**config.mk**
```make
export PLATFORM = sky130hd
export DESIGN_NAME = ex_muldiv_unit
export DESIGN_NICKNAME = d
export VERILOG_FILES = /design/src/rtl/ex_muldiv_unit_pkg.sv /design/src/rtl/muldiv_div_step.sv /design/src/rtl/ex_muldiv_unit.sv
export SDC_FILE = /design/constraint.sdc
export NUM_CORES = 1
export LEC_CHECK = 0
export BUFFER_PORTS_ARGS = -buffer_cell sky130_fd_sc_hd__buf_2
export CELL_PAD_IN_SITES_DETAIL_PLACEMENT = 1
export CELL_PAD_IN_SITES_GLOBAL_PLACEMENT = 2
export CORE_MARGIN = 2
export CORE_UTILIZATION = 36
export DETAILED_ROUTE_END_ITERATION = 6
export GPL_TIMING_DRIVEN = 0
export PLACE_DENSITY_LB_ADDON = 0.1
export REMOVE_ABC_BUFFERS = 1
export SKIP_CTS_REPAIR_TIMING = 1
export SYNTH_ARGS = -nofsm -noshare
export SYNTH_HDL_FRONTEND = slang
export SYNTH_HIERARCHICAL = 1
export SYNTH_SLANG_ARGS = --single-unit
```
**constraint.sdc**
```tcl
create_clock -name clk -period 6.14 [get_ports clk]
set_clock_uncertainty 0.15 [all_clocks]
set_input_delay 1.228 -clock clk [delete_from_list [all_inputs] [get_ports clk]]
set_output_delay 1.228 -clock clk [all_outputs]
set_load 0.1 [all_outputs]
```
**src/rtl/ex_muldiv_unit_pkg.sv**
```systemverilog
// ex_muldiv_unit_pkg: opcode and FSM state encodings shared by the multiply/divide unit.
package ex_muldiv_unit_pkg;
  typedef enum logic [1:0] {OP_MULT = 2'b00, OP_MULTU = 2'b01, OP_DIV = 2'b10, OP_DIVU = 2'b11} md_op_e;
  typedef enum logic [2:0] {S_IDLE, S_PREP, S_CALC, S_FIX, S_DONE} md_state_e;
  function automatic logic op_is_div(md_op_e op);
    return op inside {OP_DIV, OP_DIVU};
  endfunction
  function automatic logic op_is_signed(md_op_e op);
    return op inside {OP_MULT, OP_DIV};
  endfunction
endpackage

```
**src/rtl/muldiv_div_step.sv**
```systemverilog
// muldiv_div_step: one restoring-division bit, shifting a dividend bit into the partial remainder.
module muldiv_div_step #(
  parameter int XLEN = 32
) (
  input  logic [XLEN-1:0] rem_i,
  input  logic            dbit_i,
  input  logic [XLEN-1:0] divisor_i,
  output logic [XLEN-1:0] rem_o,
  output logic            q_o
);
  logic [XLEN:0] shifted, diff;
  assign shifted = {rem_i, dbit_i};
  assign diff    = shifted - {1'b0, divisor_i};
  assign q_o     = !diff[XLEN];
  assign rem_o   = q_o ? diff[XLEN-1:0] : shifted[XLEN-1:0];
endmodule

```
**src/rtl/ex_muldiv_unit.sv**
```systemverilog
// ex_muldiv_unit: iterative MULT/MULTU/DIV/DIVU engine producing {hi,lo} with a valid/ready handshake.
module ex_muldiv_unit
  import ex_muldiv_unit_pkg::*;
#(
  parameter int XLEN     = 32,
  parameter int MUL_STEP = 4,
  parameter int DIV_STEP = 1
) (
  input  logic            clk,
  input  logic            rst,
  input  logic            flush,
  input  logic            req_valid,
  output logic            req_ready,
  input  logic [1:0]      req_op,
  input  logic [XLEN-1:0] req_src1,
  input  logic [XLEN-1:0] req_src2,
  output logic            resp_valid,
  input  logic            resp_ready,
  output logic [XLEN-1:0] resp_hi,
  output logic [XLEN-1:0] resp_lo,
  output logic            stallreq
);
  localparam int CW = $clog2(XLEN + 1);
  localparam logic [CW-1:0] N_MUL = CW'(XLEN / MUL_STEP);
  localparam logic [CW-1:0] N_DIV = CW'(XLEN / DIV_STEP);

  md_state_e         state_q, state_d;
  md_op_e            op_q, op_d;
  logic [XLEN-1:0]   a_q, a_d, b_q, b_d, m_q, m_d;
  logic [2*XLEN-1:0] acc_q, acc_d;
  logic [CW-1:0]     cnt_q, cnt_d;
  logic              neg_a_q, neg_a_d, neg_b_q, neg_b_d;
  logic              accept, is_div;
  logic [XLEN-1:0]   mag_a, mag_b;
  logic [XLEN+MUL_STEP-1:0] msum;
  logic [2*XLEN-1:0] mul_next, div_next, fix_val;
  logic [XLEN-1:0]   rc [DIV_STEP+1];
  logic [XLEN-1:0]   dc [DIV_STEP+1];

  assign is_div     = op_is_div(op_q);
  assign req_ready  = (state_q == S_IDLE) || (state_q == S_DONE && resp_ready);
  assign accept     = req_valid && req_ready && !flush;
  assign resp_valid = state_q == S_DONE;
  assign stallreq   = state_q inside {S_PREP, S_CALC, S_FIX};
  assign resp_hi    = resp_valid ? acc_q[2*XLEN-1:XLEN] : '0;
  assign resp_lo    = resp_valid ? acc_q[XLEN-1:0] : '0;

  assign neg_a_d = (state_q == S_PREP) ? op_is_signed(op_q) && a_q[XLEN-1] : neg_a_q;
  assign neg_b_d = (state_q == S_PREP) ? op_is_signed(op_q) && b_q[XLEN-1] : neg_b_q;
  assign mag_a   = neg_a_d ? -a_q : a_q;
  assign mag_b   = neg_b_d ? -b_q : b_q;

  // Radix-2^MUL_STEP shift-add: low bits of acc hold the remaining multiplier digits.
  always_comb begin
    msum = {{MUL_STEP{1'b0}}, acc_q[2*XLEN-1:XLEN]};
    for (int i = 0; i < MUL_STEP; i++)
      msum = msum + (acc_q[i] ? ({{MUL_STEP{1'b0}}, m_q} << i) : '0);
  end
  assign mul_next = {msum, acc_q[XLEN-1:MUL_STEP]};

  assign rc[0] = acc_q[2*XLEN-1:XLEN];
  assign dc[0] = acc_q[XLEN-1:0];
  for (genvar g = 0; g < DIV_STEP; g++) begin : g_div
    logic q;
    muldiv_div_step #(.XLEN(XLEN)) u_step (
      .rem_i    (rc[g]),
      .dbit_i   (dc[g][XLEN-1]),
      .divisor_i(m_q),
      .rem_o    (rc[g+1]),
      .q_o      (q)
    );
    assign dc[g+1] = {dc[g][XLEN-2:0], q};
  end
  assign div_next = {rc[DIV_STEP], dc[DIV_STEP]};

  // Divide by zero bypasses sign fix-up so the raw dividend lands in hi.
  assign fix_val = !is_div ? ((neg_a_q ^ neg_b_q) ? -acc_q : acc_q)
                 : (b_q == '0) ? {a_q, {XLEN{1'b1}}}
                 : {neg_a_q ? -acc_q[2*XLEN-1:XLEN] : acc_q[2*XLEN-1:XLEN],
                    (neg_a_q ^ neg_b_q) ? -acc_q[XLEN-1:0] : acc_q[XLEN-1:0]};

  always_comb begin
    state_d = state_q;
    op_d    = accept ? md_op_e'(req_op) : op_q;
    a_d     = accept ? req_src1 : a_q;
    b_d     = accept ? req_src2 : b_q;
    m_d     = m_q;
    acc_d   = acc_q;
    cnt_d   = cnt_q;
    unique case (state_q)
      S_IDLE: state_d = accept ? S_PREP : S_IDLE;
      S_PREP: begin
        m_d     = is_div ? mag_b : mag_a;
        acc_d   = {{XLEN{1'b0}}, is_div ? mag_a : mag_b};
        cnt_d   = is_div ? N_DIV : N_MUL;
        state_d = S_CALC;
      end
      S_CALC: begin
        state_d = (cnt_q == '0) ? S_FIX : S_CALC;
        acc_d   = (cnt_q == '0) ? acc_q : (is_div ? div_next : mul_next);
        cnt_d   = (cnt_q == '0) ? cnt_q : cnt_q - CW'(1);
      end
      S_FIX: begin
        acc_d   = fix_val;
        state_d = S_DONE;
      end
      S_DONE: state_d = accept ? S_PREP : (resp_ready ? S_IDLE : S_DONE);
      default: state_d = S_IDLE;
    endcase
    if (flush) state_d = S_IDLE;
  end

  always_ff @(posedge clk) begin
    if (rst) begin
      state_q <= S_IDLE;
      op_q    <= OP_MULT;
      a_q     <= '0;
      b_q     <= '0;
      m_q     <= '0;
      acc_q   <= '0;
      cnt_q   <= '0;
      neg_a_q <= 1'b0;
      neg_b_q <= 1'b0;
    end else begin
      state_q <= state_d;
      op_q    <= op_d;
      a_q     <= a_d;
      b_q     <= b_d;
      m_q     <= m_d;
      acc_q   <= acc_d;
      cnt_q   <= cnt_d;
      neg_a_q <= neg_a_d;
      neg_b_q <= neg_b_d;
    end
  end
endmodule

```
* Word-level counts from Yosys, hierarchy flattened *
Index checks and enable logic that the tools add are counted.
W data, S select, Z words.

word-level totals
  output and inout port bits = 67
  input bits = 71
  register bits = 173
  word-level logic and storage cells = 81

operators by class
  equal/unequal tests = 10
  bitwise gates (word level) = 1
  $add $sub $neg = 11
  mux-type cells = 29
  reductions and logical operators = 20

operators with widths
  kind                   number
  $mux W32               10
  $mux W64               5
  $pmux W64 S3           1
  $neg A32 Y32           4
  $neg A64 Y64           1
  $add A35 B35 Y36       1
  $add A34 B34 Y35       1
  $mux W35               1
  $add A33 B33 Y34       1
  $mux W34               1
  $add A32 B32 Y33       1
  $mux W33               1
  $sub A33 B32 Y33       1
  $logic_not A32 Y1      1
  $pmux W3 S5            1
  $mux W6                2
  $pmux W6 S2            1
  $reduce_and A4 Y1      2
  $eq A3 B2 Y1 const B   2
  $logic_not A6 Y1       1
  $mux W3                2
  $reduce_bool A2 Y1     3
  $sub A6 B1 Y6 const B  1
  $logic_and A1 B1 Y1    5
  16 further kinds       21

* Longest topological paths before layout *
Gate-level depths: netlist of the first run.

  depth after elaboration = 8
  gate-level depth with buffers = 21
  depth with buffers taken out = 19

* By module *
The synthesis of the first run kept the hierarchy.

by module, submodules not included
  module           sequential area each (um^2)  area an instance (um^2)  times used  cells an instance
  ex_muldiv_unit   3463.3                       16819.9                  1           2350
  muldiv_div_step  0.0                          2358.5                   1           305

* Worst setup path before layout of the first run *
Ideal clock, no wire load.

  path kind = register -> register
  from = register acc_q[0]
  to = register acc_q[60]
  cell stages (with the launch flop) = 19
  slack = 1.224 ns
  data arrival time = 4.671 ns
  buffers on the path = 2
  clock period less this slack = 4.916 ns
  data required time = 5.895 ns
  setup time = 0.095 ns
  cell sequence = dfxtp_1 -> clkbuf_1 -> clkbuf_1 -> nand2_1 -> fa_1 -> inv_1 -> fa_1 -> inv_1 -> fa_1 -> inv_1 -> ha_1 -> a211oi_1 -> o21ai_0 -> a21oi_1 -> o21ai_1 -> a211o_1 -> a311oi_1 -> o221ai_1 -> a221oi_1

between the ends
  longest elaborated chain between the ends = 8
  elaborated cells between the ends (all ways) = 11
  classes of those cells = add/sub: 5; mux: 6

RTL lines
  item                      RTL line               RTL
  start: declaration        ex_muldiv_unit.sv:30   logic [2*XLEN-1:0] acc_q, acc_d;
  start signal: assignment  ex_muldiv_unit.sv:120  acc_q <= '0;
  start signal: assignment  ex_muldiv_unit.sv:130  acc_q <= acc_d;
  $mux W32                  ex_muldiv_unit.sv:57   msum = msum + (acc_q[i] ? ({{MUL_STEP{1'b0}}, m_q} << i) : '0);
  $add A32 B32 Y33          ex_muldiv_unit.sv:57
  $add A33 B33 Y34          ex_muldiv_unit.sv:57
  $add A34 B34 Y35          ex_muldiv_unit.sv:57
  $add A35 B35 Y36          ex_muldiv_unit.sv:57
  $mux W64 (2 in a row)     ex_muldiv_unit.sv:100  acc_d = (cnt_q == '0) ? acc_q : (is_div ? div_next : mul_next);
  $pmux W64 S3 (*)          ex_muldiv_unit.sv:90   unique case (state_q)

Every way passes the cells marked *; elsewhere a longest branch is shown, timed or not. The select of a mux whose other input is x is not followed.
A chain may end at the register's enable or synchronous reset.

* Worst setup path after layout of the first run *
  from = register acc_q[37]
  to = register acc_q[60]

between the ends
  longest elaborated chain between the ends = 7
  elaborated cells between the ends (all ways) = 15
  classes of those cells = add/sub: 7; mux: 8

RTL lines
  item                   RTL line
  $add A32 B32 Y33       ex_muldiv_unit.sv:57
  $add A33 B33 Y34       ex_muldiv_unit.sv:57
  $add A34 B34 Y35       ex_muldiv_unit.sv:57
  $add A35 B35 Y36       ex_muldiv_unit.sv:57
  $mux W64 (2 in a row)  ex_muldiv_unit.sv:100
  $pmux W64 S3 (*)       ex_muldiv_unit.sv:90

Marks and branches as above.

==> parameters.txt, run 1 <==
Parameter                              Value

Logic synthesis
  Predominant post-synthesis flop cell ... sky130_fd_sc_hd__dfxtp_1
  Post-Synthesis Mean Instance Area ... 7.22 µm²
  EDFF count, synth ... 0
  Cell types with the largest area share after synthesis ... sky130_fd_sc_hd__dfxtp_1 18%, sky130_fd_sc_hd__fa_1 9.8%, sky130_fd_sc_hd__nand2_1 7.7%
  Top-count cell post-synth ... sky130_fd_sc_hd__nand2_1
  Sequential area share after synthesis ... 18.1%
  Flops & latches, synth ... 173
  Yosys warnings ... 6
  Total standard cell area after synthesis ... 19,200 µm²
  Library cell occupying the most area in the post-synthesis netlist ... sky130_fd_sc_hd__dfxtp_1
  Cell count after synthesis ... 2,655
  Most frequent cells after synthesis ... 395 x sky130_fd_sc_hd__nand2_1, 268 x sky130_fd_sc_hd__a21oi_1, 266 x sky130_fd_sc_hd__inv_1, 173 x sky130_fd_sc_hd__dfxtp_1, 152 x sky130_fd_sc_hd__o21ai_0
  Number of unique standard cell types used by synthesis ... 106
  Proportion of synthesized flip-flops having asynchronous set or reset ... 0%
  Top cell type's share of synthesized area ... 18.1%

Timing
  Slew Limit Fails ... 0
  Transition time of the tightest slew-check pin ... 1440 ps
  Final worst-path cycle share ... 93.2%
  RSZ-0062 raised after global routing ... false
  Minimum setup slack in the final design ... 415 ps
  Slew headroom ... 3.44%
  Maximum clock frequency ... 175 MHz
  Final setup vio count ... 0
  Clock period minus final worst setup slack ... 5720 ps
  Endpoints failing hold ... 0

Routing
  Antenna-violating nets left ... 0
  Violation count after the first detailed-routing iteration ... 1,267
  Vias per Instance ... 5.81
  Final wirelength ... 79.4 mm
  DRC violation count after routing ... 0
  Router iterations before antenna repair ... 7
  Total via count after detailed routing ... 19,496
  Wirelength per Cell ... 23.7 µm

Global routing
  Antenna violations before repair ... 2
  Largest net degree at the start of global routing ... 97
  Wire length of the first global-routing pass ... 123 mm
  Total routing usage reported by global routing ... 28.4%
  Overflow left after global routing ... 0
  Via count of the first global-routing pass ... 20,196

Power and ir drop
  Worst vdd rail ir drop ... 0.176 mV
  Power Total ... 3.53 mW
  Power density over the cells ... 169 nW/µm²
  Leakage Power ... 9.10 nW

Finish
  Fraction of layout instances using a drive strength above 1 ... 10.5%
  Number of nets in the final layout ... 2,898
  Area of all sequential standard cells ... 3470 µm²
  Final design instance area without fill ... 20,900 µm²
  Count of fill cells added during filler insertion ... 6,593
  Final Util ... 39.7%
  Final standard cell count with taps included and fillers excluded ... 3,355
  Area used by multi-input combinational logic ... 14,000 µm²
  Area Overhead vs Synth ... 8.92%

Setup path
  Critical setup path kind ... flip-flop to flip-flop
  Slack of the worst reg-to-reg path ... 420 ps
  Worst Setup End Kind ... flip-flop
  Maximum fanout count along the critical path ... 8
  WP depth ... 16
  Critical Path AT ... 5930 ps
  Largest delay contributor family on the critical path ... compound AO/OA/AOI/OAI gates
  Crit start category ... flip-flop
  Most prevalent standard cell on the critical path ... sky130_fd_sc_hd__inv_1
  Crit path cell chain ... inv_1 -> fa_1 -> inv_1 -> fa_1 -> inv_1 -> fa_1 -> inv_1 -> ha_1 -> a211oi_1 -> o21ai_0 -> a21oi_1 -> o21ai_2 -> a211o_1 -> a311oi_1 -> o221ai_1 -> a221oi_1
  Worst Reg-to-Reg Cells ... 16
  Buffers plus inverters on the worst setup path ... 4
  Critical Path Slowest Stage Cell ... sky130_fd_sc_hd__fa_1
  CP max stage delay ... 600 ps
  Required time reported for the critical path endpoint ... 6350 ps

Clocking
  Clock sinks ... 173
  Clock-pin slew on the worst setup and hold paths ... 70 ps
  Clock tree from TritonCTS ... yes
  Max Root-Sink Buffers ... 2
  CTS HTree Levels ... 4
  Root cell of the clock tree ... sky130_fd_sc_hd__clkbuf_16
  Clock latency reported for the late side of the worst-skew pair ... 470 ps
  Number of buffers inserted during clock tree synthesis ... 17

Job
  Max Cap Viol ... 0

Placed design
  Placer congestion estimate ... 0.877
  Worst Setup Slack post-DPL ... 230 ps
  Inst Count DP ... 3,325
  Post-DP Area ... 20,400 µm²
  Total of buffers placed on input and output ports ... 137
  DP Wirelength ... 60.5 mm

Floorplanning
  Die W ... 235 µm
  Die Y-Extent ... 235 µm
  Die area ... 55,100 µm²
  Initial standard-cell utilization of the core ... 36.4%
  Num rows ... 84
  I/O pins ... 138
  Standard cell core area ... 52,700 µm²

Worst hold path
  Type of the tightest min-delay check ... flip-flop to flip-flop
  Cell count of the worst hold path ... 2

Outcome
  Result of the run ... complete, no violations
sequential cells by signal, summed over array words and instances (netlist names):
register,count
a_q,32
acc_q,64
b_q,32
cnt_q,6
m_q,32
neg_a_q,1
neg_b_q,1
op_q,2
state_q,3
worst min-delay path: stages (launching register included):
cell	delay [ps]
sky130_fd_sc_hd__dfxtp_1	330
sky130_fd_sc_hd__nand2_1	60
sky130_fd_sc_hd__a21oi_1	50
per-stage QoR:
stage | hold slack (ps) | TNS (ps)
after global placement | 318 | -533920
after CTS | 338 | 0
after global routing | 373 | 0
after floorplan | 283 | -85960
after detailed placement | 328 | 0
final | 338 | 0
per-layer routing:
layer	share of wire [%]	GRT usage, %	routed length, µm
met1	47	39.5	37400
met2	46	47.3	36900
met3	4.3	2.48	3400
met4	2.1	7.38	1660
met5	0	0	0
power breakdown:
part / switching, mW / total (mW) / leakage [nW] / internal (mW)
clock: 0.497 / 1.03 / 0.248 / 0.530
combinational: 0.760 / 1.25 / 7.45 / 0.492
sequential: 0.0889 / 1.25 / 1.41 / 1.16
cells in the final DEF, fill, tap and decap left out, types with 77 or more instances in the layout:
cell type	Yosys	final
sky130_fd_sc_hd__xnor2_1	84	84
sky130_fd_sc_hd__nand2_1	395	394
sky130_fd_sc_hd__inv_1	266	264
sky130_fd_sc_hd__nor2_1	150	147
sky130_fd_sc_hd__ha_1	77	77
sky130_fd_sc_hd__o21ai_0	152	151
sky130_fd_sc_hd__buf_2	20	136
sky130_fd_sc_hd__and3_1	78	78
sky130_fd_sc_hd__a21oi_1	268	268
sky130_fd_sc_hd__fa_1	94	94
sky130_fd_sc_hd__dfxtp_1	173	166
layout make-up:
type,instances,share of cell area [%]
diodes,1,0.0120
clock buffers,22,2.22
clock inverters,7,0.210
inverters,267,4.83
multi-input cells,2042,66.9
flip-flops and latches,173,16.6
well taps,688,4.12
repair buffers,155,5.03
kinds of logic after synthesis:
family | after synthesis | share of synthesized area, %
xor gates and xnor gates | 148 | 6.76
buffers and inverters | 440 | 9.32
AOI/OAI and AO/OA | 706 | 22.7
DFF | 173 | 18.1
and+or+nand+nor | 949 | 24.1
muxes | 68 | 4.21
adders and majority gates | 171 | 14.8
path summary, 6_finish.rpt:
kind              startpoint         to
setup / recovery   acc_q[37]  acc_q[60]
hold / removal       b_q[17]    b_q[17]
setup reg to reg   acc_q[37]  acc_q[60]
hold reg to reg      b_q[17]    b_q[17]
No activity file was read; power rests on OpenSTA's default activity.
==> run 2: changes to the inputs <==
Settings changed: MAX_ROUTING_LAYER from default to met4.
==> run 2 against run 1 <==
Effect of this change:
- combinational power hardly changed
- clock power is 5% higher
- sequential cell count stayed put
- sequential share of layout area hardly changed
- worst hold slack worse by 15 ps
- non-clock buffer count stayed put
- critical path depth is 1 higher
- wire length hardly changed
- core utilization is 0.081 points higher
- register-to-register slack worse by 80 ps
- final cell count stayed put
- count of clock-buffer cells in the layout is 1 higher
- critical path type unchanged
- largest cell class unchanged
==> parameters.txt, run 2 (same netlist as run 1, synthesis figures left out) <==
Parameter                              Value

Routing
  Met3 wire length ... 2.95 mm
  Antenna-violating nets left ... 0
  Total via count after detailed routing ... 19,539
  Highest metal layer with signal wires ... met4
  Vias per Instance ... 5.82
  Routed length on met2 ... 36.5 mm
  DRC violation count after routing ... 0
  Metal1 wirelength ... 37.8 mm
  Wirelength per Cell ... 23.6 µm
  Final wirelength ... 79.3 mm
  Violation count after the first detailed-routing iteration ... 1,331
  Router iterations before antenna repair ... 5

Timing
  Final worst-path cycle share ... 94.6%
  Worst Hold Margin ... 323 ps
  Slew headroom ... 5.73%
  Clock period minus final worst setup slack ... 5810 ps
  Transition time of the tightest slew-check pin ... 1410 ps
  Endpoints failing hold ... 0
  RSZ-0062 raised after global routing ... false
  Final setup vio count ... 0
  Sum Neg Setup Slack ... 0 ps
  Slew Limit Fails ... 0
  Maximum clock frequency ... 172 MHz

Finish
  Register with the most flip-flops ... acc_q
  Antenna diode count ... 0
  Number of flip-flops in the largest register ... 64
  Fraction of layout instances using a drive strength above 1 ... 10.6%
  Final Util ... 39.8%
  Commonest cells after routing, fill and taps aside ... 394 x sky130_fd_sc_hd__nand2_1, 267 x sky130_fd_sc_hd__a21oi_1, 264 x sky130_fd_sc_hd__inv_1
  Commonest non-fill, non-tap cell in the layout ... sky130_fd_sc_hd__nand2_1
  Number of nets in the final layout ... 2,898
  Count of fill cells added during filler insertion ... 6,532
  Area Overhead vs Synth ... 9.14%

Worst hold path
  Type of the tightest min-delay check ... flip-flop to flip-flop

Placed design
  Placer congestion estimate ... 0.915
  DP Wirelength ... 60.2 mm
  Total of buffers placed on input and output ports ... 137

Floorplanning
  Standard cell core area ... 52,700 µm²
  Die Y-Extent ... 235 µm
  Die area ... 55,100 µm²
  Initial standard-cell utilization of the core ... 36.4%
  Num rows ... 84
  Die W ... 235 µm
  I/O pins ... 138

Global routing
  Total routing usage reported by global routing ... 28.9%
  Antenna violations before repair ... 1
  Largest net degree at the start of global routing ... 79
  Overflow left after global routing ... 0
  Wire length of the first global-routing pass ... 121 mm
  Via count of the first global-routing pass ... 19,852

Clocking
  Clock latency reported for the late side of the worst-skew pair ... 460 ps
  Clock sinks ... 173
  CTS HTree Levels ... 4
  Clock tree from TritonCTS ... yes
  Number of buffers inserted during clock tree synthesis ... 17
  Max Root-Sink Buffers ... 2
  Root cell of the clock tree ... sky130_fd_sc_hd__clkbuf_16
  Clock-pin slew on the worst setup and hold paths ... 70 ps

Setup path
  Slack of the worst reg-to-reg path ... 330 ps
  Required time reported for the critical path endpoint ... 6390 ps
  Critical Path AT ... 6050 ps
  Critical setup path kind ... flip-flop to flip-flop
  Worst Setup End Kind ... flip-flop
  Crit start category ... flip-flop
  Maximum fanout count along the critical path ... 8

Outcome
  Result of the run ... complete, no violations

Power and ir drop
  Psw ... 1.35 mW
  Share of total power in the clock network ... 30.2%
  Share of total power in sequential cells ... 34.9%
  Proportion of power drawn by combinational gates ... 35.0%
  Power density over the cells ... 171 nW/µm²
  Leakage Power ... 9.13 nW
  Worst vdd rail ir drop ... 0.154 mV
  Internal cell power ... 2.24 mW
  Fraction of power spent switching nets ... 37.7%

Job
  Max Cap Viol ... 0
## run 2: path summary, 6_finish.rpt
check | depth (start not counted) | end | from
worst max-delay path | 17 | acc_q[63] | acc_q[37]
worst min-delay path | 2 | op_q[0] | op_q[0]
worst max register to register | 17 | acc_q[63] | acc_q[37]
worst min register to register | 2 | op_q[0] | op_q[0]
## run 2: routing by layer
layer	GRT usage [%]	vias to the layer above
met1	39.2	9778
met5	-	-
met4	8.48	0
met2	46.0	479
li1	-	9166
met3	2.42	116
## run 2: cell type report
cell class,count,area (µm²),area share (%)
well taps,688,861,4.11
repair buffers,155,1050,5.04
inverters,267,1010,4.82
flip-flops and latches,173,3470,16.6
multi-input cells,2042,14000,66.8
clock buffers,23,478,2.28
clock inverters,7,66.3,0.317
## run 2: through the flow
step,setup slack (ps),cells,total power [mW],cell area [µm²]
final,333,3355,3.59,20900
after floorplan,-2410,2482,2.10,18400
after detailed placement,187,3325,2.51,20400
after global routing,77.6,3355,3.75,20900
after CTS,172,3355,3.59,20900
after global placement,-9430,3307,2.48,19900
## run 2: worst max-delay path, stage by stage (launching register included)
cell and delay, ps:
sky130_fd_sc_hd__dfxtp_1 570, sky130_fd_sc_hd__inv_1 300, sky130_fd_sc_hd__fa_1 590, sky130_fd_sc_hd__inv_1 60, sky130_fd_sc_hd__fa_1 540, sky130_fd_sc_hd__inv_1 60
sky130_fd_sc_hd__fa_1 530, sky130_fd_sc_hd__inv_1 40, sky130_fd_sc_hd__ha_1 330, sky130_fd_sc_hd__nor2b_1 200, sky130_fd_sc_hd__o2111ai_1 260, sky130_fd_sc_hd__a21oi_1 150
sky130_fd_sc_hd__o211ai_1 260, sky130_fd_sc_hd__a21oi_1 180, sky130_fd_sc_hd__o21ai_0 600, sky130_fd_sc_hd__a31oi_1 280, sky130_fd_sc_hd__or4b_1 540, sky130_fd_sc_hd__nand3_1 100
## run 2: power groups by stage
| stage | Sequential, mW | Clock, mW | Combinational (mW) |
|---|---|---|---|
| 6_report | 1.25 | 1.08 | 1.25 |
| 5_1_grt | 1.26 | 1.14 | 1.35 |
| 4_1_cts | 1.25 | 1.10 | 1.24 |
| 3_5_place_dp | 1.27 | 0 | 1.23 |
| 3_3_place_gp | 1.29 | 0 | 1.19 |
| 2_1_floorplan | 1.24 | 0 | 0.862 |
